$ cat config.mk
export PLATFORM = sky130hd
export DESIGN_NAME = mult_div_unit
export DESIGN_NICKNAME = d
export VERILOG_FILES = /design/src/rtl/mdu_pkg.sv /design/src/rtl/mdu_abs_neg.sv /design/src/rtl/mult_div_unit.sv
export SDC_FILE = /design/constraint.sdc
export NUM_CORES = 1
export LEC_CHECK = 0
export BUFFER_PORTS_ARGS = -buffer_cell sky130_fd_sc_hd__buf_4
export CAP_MARGIN = 10
export CORE_AREA = 2 2 184 276
export DETAILED_ROUTE_END_ITERATION = 6
export DIE_AREA = 0 0 186 278
export PLACE_DENSITY = 0.58
export REMOVE_ABC_BUFFERS = 1
export SLEW_MARGIN = 10
export SYNTH_ARGS = -nofsm -noshare
export SYNTH_HDL_FRONTEND = slang
export SYNTH_SLANG_ARGS = --single-unit
$ cat constraint.sdc
create_clock -name clk_i -period 7.75 [get_ports clk_i]
set_clock_uncertainty 0.1 [all_clocks]
set_input_delay 1.1625 -clock clk_i [delete_from_list [all_inputs] [get_ports clk_i]]
set_output_delay 1.1625 -clock clk_i [all_outputs]
set_load 0.005 [all_outputs]
$ cat src/rtl/mdu_pkg.sv
// Shared definitions for the iterative multiply/divide unit: op encodings,
// controller states and iteration count.
package mdu_pkg;

   localparam logic [1:0] MDU_MULT  = 2'b00;
   localparam logic [1:0] MDU_MULTU = 2'b01;
   localparam logic [1:0] MDU_DIV   = 2'b10;
   localparam logic [1:0] MDU_DIVU  = 2'b11;

   localparam int MDU_ITERS = 32;
   localparam int MDU_CNT_W = $clog2(MDU_ITERS) + 1;

   typedef enum logic [1:0] {
      ST_IDLE = 2'd0,
      ST_RUN  = 2'd1,
      ST_FIX  = 2'd2
   } mdu_state_e;

endpackage

$ cat src/rtl/mdu_abs_neg.sv
// Conditional two's-complement negate: magnitude extraction on operands and
// sign restoration on results share this block.
module mdu_abs_neg #(
   parameter int W = 32
) (
   input  logic [W-1:0] val_i,
   input  logic         neg_i,
   output logic [W-1:0] res_o
);

   assign res_o = neg_i ? ('0 - val_i) : val_i;

endmodule

$ cat src/rtl/mult_div_unit.sv
// Iterative 32-bit MULT/MULTU/DIV/DIVU with architectural HI/LO.
// Fixed 34-cycle latency: 32 shift-add / restoring-divide steps plus sign fix.
module mult_div_unit
   import mdu_pkg::*;
#(
   parameter int WIDTH = 32
) (
   input  logic             clk_i,
   input  logic             reset_i,
   input  logic             start_i,
   input  logic [1:0]       op_i,
   input  logic [WIDTH-1:0] a_i,
   input  logic [WIDTH-1:0] b_i,
   input  logic             flush_i,
   input  logic             hi_we_i,
   input  logic             lo_we_i,
   input  logic [WIDTH-1:0] wdata_i,
   output logic [WIDTH-1:0] hi_o,
   output logic [WIDTH-1:0] lo_o,
   output logic             busy_o,
   output logic             done_o
);

   mdu_state_e             state_q;
   logic [MDU_CNT_W-1:0]   cnt_q;
   logic [WIDTH-1:0]       hi_q, lo_q;
   logic                   done_q;

   logic                   is_div_q, qsign_q, rsign_q;
   logic [WIDTH-1:0]       opnd_q;
   logic [2*WIDTH-1:0]     acc_q, acc_d;

   logic                   in_signed, in_div, launch;
   logic [WIDTH-1:0]       abs_a, abs_b;
   logic [2*WIDTH-1:0]     prod_fix;
   logic [WIDTH-1:0]       quo_fix, rem_fix;

   logic [WIDTH:0]         mul_sum, div_shift;
   logic [WIDTH-1:0]       div_diff;
   logic                   div_ok;

   assign in_signed = (op_i == MDU_MULT) || (op_i == MDU_DIV);
   assign in_div    = (op_i == MDU_DIV)  || (op_i == MDU_DIVU);
   assign launch    = (state_q == ST_IDLE) && start_i && !flush_i;

   mdu_abs_neg #(.W(WIDTH)) u_abs_a (
      .val_i(a_i), .neg_i(in_signed && a_i[WIDTH-1]), .res_o(abs_a));
   mdu_abs_neg #(.W(WIDTH)) u_abs_b (
      .val_i(b_i), .neg_i(in_signed && b_i[WIDTH-1]), .res_o(abs_b));

   mdu_abs_neg #(.W(2*WIDTH)) u_fix_prod (
      .val_i(acc_q), .neg_i(qsign_q), .res_o(prod_fix));
   mdu_abs_neg #(.W(WIDTH)) u_fix_quo (
      .val_i(acc_q[WIDTH-1:0]), .neg_i(qsign_q), .res_o(quo_fix));
   mdu_abs_neg #(.W(WIDTH)) u_fix_rem (
      .val_i(acc_q[2*WIDTH-1:WIDTH]), .neg_i(rsign_q), .res_o(rem_fix));

   // acc holds {partial product, multiplier} for multiply and {remainder, quotient} for divide.
   always_comb begin
      mul_sum   = {1'b0, acc_q[2*WIDTH-1:WIDTH]} + {1'b0, (acc_q[0] ? opnd_q : '0)};
      div_shift = {acc_q[2*WIDTH-1:WIDTH], acc_q[WIDTH-1]};
      div_ok    = (div_shift >= {1'b0, opnd_q});
      div_diff  = div_shift[WIDTH-1:0] - opnd_q;
      acc_d     = {mul_sum, acc_q[WIDTH-1:1]};
      if (is_div_q) begin
         acc_d = div_ok ? {div_diff, acc_q[WIDTH-2:0], 1'b1}
                        : {div_shift[WIDTH-1:0], acc_q[WIDTH-2:0], 1'b0};
      end
   end

   // Datapath registers carry no reset; they are always reloaded on launch.
   always_ff @(posedge clk_i) begin
      if (launch) begin
         is_div_q <= in_div;
         opnd_q   <= in_div ? abs_b : abs_a;
         acc_q    <= {{WIDTH{1'b0}}, (in_div ? abs_a : abs_b)};
         // A zero divisor keeps the all-ones quotient uncorrected.
         qsign_q  <= in_signed && (a_i[WIDTH-1] ^ b_i[WIDTH-1]) && !(in_div && (b_i == '0));
         rsign_q  <= in_signed && a_i[WIDTH-1];
      end else if (state_q == ST_RUN) begin
         acc_q    <= acc_d;
      end
   end

   always_ff @(posedge clk_i) begin
      if (reset_i) begin
         state_q <= ST_IDLE;
         cnt_q   <= '0;
         hi_q    <= '0;
         lo_q    <= '0;
         done_q  <= 1'b0;
      end else begin
         done_q <= 1'b0;
         case (state_q)
            ST_IDLE: begin
               if (launch) begin
                  cnt_q   <= '0;
                  state_q <= ST_RUN;
               end else if (!start_i) begin
                  if (hi_we_i) hi_q <= wdata_i;
                  if (lo_we_i) lo_q <= wdata_i;
               end
            end
            ST_RUN: begin
               if (flush_i) begin
                  cnt_q   <= '0;
                  state_q <= ST_IDLE;
               end else begin
                  cnt_q <= cnt_q + 1'b1;
                  if (cnt_q == MDU_CNT_W'(MDU_ITERS - 1)) state_q <= ST_FIX;
               end
            end
            ST_FIX: begin
               cnt_q   <= '0;
               state_q <= ST_IDLE;
               if (!flush_i) begin
                  if (is_div_q) begin
                     hi_q <= rem_fix;
                     lo_q <= quo_fix;
                  end else begin
                     hi_q <= prod_fix[2*WIDTH-1:WIDTH];
                     lo_q <= prod_fix[WIDTH-1:0];
                  end
                  done_q <= 1'b1;
               end
            end
            default: begin
               cnt_q   <= '0;
               state_q <= ST_IDLE;
            end
         endcase
      end
   end

   assign hi_o   = hi_q;
   assign lo_o   = lo_q;
   assign busy_o = (state_q != ST_IDLE);
   assign done_o = done_q;

endmodule

==> metrics.yaml <==
drt:
  totalWireLength_mm: 56.3
  drc: 0
  wl_per_cell_um: 21.1
  drt_pre_antenna_iters: 5
  drt_iter0_drc: 1205
  avgViaCountPerCell: 5.58
  drtAntennaViolNets: 0
  vias: 14850
run:
  maxCapViolations: 0
floorplanning:
  io_pins: 170
  dieArea_mm2: 0.0517
  die_h_um: 278
  start_util_pct: 29.5
  rows: 100
  die_width_um: 186
  fp.coreArea_mm2: 0.0494
sta:
  rsz0062_at_grt: "no"
  tightest_slew_ns: 1.11
  max_freq_ghz: 0.219
  finalSetupViolations: 0
  final.min_clock_period_ns: 4.57
  slew_viol_final: 0
  fin_setup_tns_ns: 0
  final_hold_viol_count: 0
  min_period_over_period_pct: 59.0
  relSlewSlack_pct: 25.9
layout:
  fin_util_pct: 34.4
  nFillCells: 5256
  diodes: 0
  drive_gt1_share_pct: 13.2
  area_delta_synth_final_pct: 16.5
  nNetsFinal: 2160
worst_setup_path:
  crit_fanout: 22
  cp_top_family: "compound AO/OA/AOI/OAI gates"
  arrival_ns: 4.77
  worst_setup_path_end_kind: "flip-flop"
  crit_chain: "inv_1, buf_4, nor2_1, ha_1, a21o_1, a2111oi_0, o21a_1, nand3_1, a21o_1, a21oi_1, nor3_1, a2111oi_0, o22ai_1"
  crit_buf_inv: 2
  slowest_delay_ns: 0.63
  worstPathRequired_ns: 7.95
  critPathLaunch: "acc_q[0]"
  rrSetupSlack_ns: 3.18
  timing.rr.end: "acc_q[57]"
  reg2reg_from: "acc_q[0]"
  r2r_cells: 13
  cpMaxStageDelayCell: "a2111oi_0"
  setup.worst_path.class: "reg -> reg"
  critPathLaunchType: "flip-flop"
min_path:
  hold_path_end: "hi_o[28]"
  hp-class: "reg -> reg"
  hold_depth: 2
  min-delay-start: "hi_o[28]"
global_route:
  first_global_vias: 14663
  antenna_found_initial: 1
  grt_max_degree: 78
  grt_first_pass_wirelength_mm: 84.3
  grt.overflow.total: 0
  grtUsageTotal_pct: 21.5
pwr:
  power_frac_clock_pct: 26.2
  vdd_drop_max_mv: 0.126
  p_leak_nw: 6.89
  power_density_mw_per_mm2: 201
  pwr-share-seq_pct: 34.4
  p_comb_share_pct: 39.4
  intPower_w: 0.00200
  p_sw_w: 0.00141
  swShare_pct: 41.3
placed_design:
  globalplace.congestion: 0.940
  dpl.hpwl_mm: 44.3
  port_buffers: 169
clock_tree:
  cts.sinks: 172
  hold_buffers: 0
  cts_setup_buffers: 0
  cts_buffer_depth: 2
  path_clk_slew_ns: 0.08
  cts_resized: 0
  cts_tree: "done"
  ctsRootBufferMaster: "clkbuf_16"
  cts_buffers: 17
  clk-insertion-delay-late_ns: 0.47
  h-tree-depth: 4
yosys:
  ys_ff_latch: 172
  syn_avg_cell_area_um2: 7.73
  synthCells: 1888
  syn_area_mm2: 0.0146
  synth-edff-count: 67
  yosys_most_used_dff: "dfxtp_1"
  yosysSeqAreaShare_pct: 28.2
  async_flop_share_pct: 0
  yosysWarnings: 0
  synth_cell_types: 80
run_status:
  status: "finished, final reports clean"
-- placed cells by master, fill, tap and decap left out, types with 9 or more instances in the layout --
cell type  Yosys  routed
nor2_1       216     215
a21oi_1      200     200
buf_4          2     189
nand2_1      167     167
o21ai_0      138     138
dfxtp_1      105     105
xnor2_1      102     102
mux2i_1       79      79
inv_1         75      75
ha_1          69      69
xor2_1        68      68
edfxtp_1      67      67
nor3_1        56      56
a31oi_1       36      36
nand3_1       32      32
a211oi_1      30      30
a21o_1        28      28
nor4_1        24      24
o31ai_1       22      22
nand4_1       20      20
clkbuf_16      0      18
or3_1         14      14
o22ai_1       13      13
mux2_2        12      12
a311oi_1      12      12
or4_1         11      11
o211ai_1      11      11
a211o_1       11      11
nand2b_1      10      10
and3_1        10      10
nor2b_1       11       9
-- per-stage QoR --
| step | hold WS (ns) | std cells | cell area (µm²) | setup slack (ns) | power (W) |
|---|---|---|---|---|---|
| after floorplan | 0.342 | 1777 | 14200 | 3.12 | 0.00202 |
| after global placement | 0.346 | 2629 | 16400 | 3.32 | 0.00250 |
| after detailed placement | 0.351 | 2629 | 16400 | 3.35 | 0.00251 |
| after CTS | 0.361 | 2661 | 17000 | 3.33 | 0.00340 |
| after global routing | 0.383 | 2661 | 17000 | 3.06 | 0.00358 |
| final | 0.361 | 2661 | 17000 | 3.18 | 0.00341 |
-- worst max path at each step --
stage | depth (start not counted) | slack [ns] | endpoint
5_1_grt | 13 | 3.06 | acc_q[57]
3_3_place_gp | 13 | 3.32 | acc_q[55]
3_5_place_dp | 13 | 3.35 | acc_q[55]
6_report | 13 | 3.18 | acc_q[57]
2_1_floorplan | 4 | 3.12 | acc_q[0]
4_1_cts | 13 | 3.33 | acc_q[55]
-- metal layers --
| layer | GRT usage, % | wire length (µm) | share of wire [%] |
|---|---|---|---|
| met5 | 0 | 13 | 0.023 |
| met4 | 15.0 | 3970 | 7.1 |
| met3 | 2.54 | 2850 | 5.1 |
| met2 | 37.6 | 28200 | 50 |
| met1 | 24.0 | 21200 | 38 |
-- worst min-delay path: cells and delay by family, from the launching register on --
kind             cells  cell delay (ns)
AO/OA/AOI/OAI        1             0.05
AND/OR/NAND/NOR      1             0.05
flip-flops           1             0.32
-- cell families after synthesis --
logic type | count (synthesis) | synth area share, %
AOI/OAI and AO/OA | 585 | 24.6
and+or+nand+nor | 611 | 19.5
buffers and inverters | 188 | 5.00
adders and majority gates | 71 | 6.19
xor gates and xnor gates | 170 | 10.2
muxes | 91 | 6.34
DFF | 172 | 28.2
-- cells in the mapped netlist, types with 28 or more instances --
cell | number | area share [%]
a211oi_1 | 30 | 1.5
a21o_1 | 28 | 1.4
a21oi_1 | 200 | 6.9
a31oi_1 | 36 | 1.5
clkbuf_1 | 86 | 2.2
dfxtp_1 | 105 | 14
edfxtp_1 | 67 | 14
ha_1 | 69 | 5.9
inv_1 | 75 | 1.9
mux2i_1 | 79 | 5.4
nand2_1 | 167 | 4.3
nand3_1 | 32 | 1.1
nor2_1 | 216 | 5.6
nor3_1 | 56 | 1.9
o21ai_0 | 138 | 4.7
xnor2_1 | 102 | 6.1
xor2_1 | 68 | 4.1
-- power groups by stage --
stage | clock network [W] | logic (W) | registers [W]
CTS | 0.000902 | 0.00133 | 0.00117
floorplan | 0 | 0.000884 | 0.00114
global placement | 0 | 0.00131 | 0.00119
detailed placement | 0 | 0.00132 | 0.00119
global route | 0.000930 | 0.00147 | 0.00118
finish | 0.000893 | 0.00135 | 0.00118
-- registers in the layout, summed over array words and instances, names as in the netlist --
name      cells
cnt_q         6
rsign_q       1
hi_o         32
is_div_q      1
state_q       2
lo_o         32
qsign_q       1
done_o        1
acc_q        64
opnd_q       32
-- cell type report --
type	count	area, µm²	area share (%)
flip-flops and latches	172	4110	24.2
clock inverters	14	143	0.838
clock buffers	18	450	2.65
repair buffers	189	1420	8.34
well taps	663	830	4.88
inverters	77	289	1.70
multi-input cells	1528	9770	57.4
Note: power is estimated with default switching activity, not from simulation.
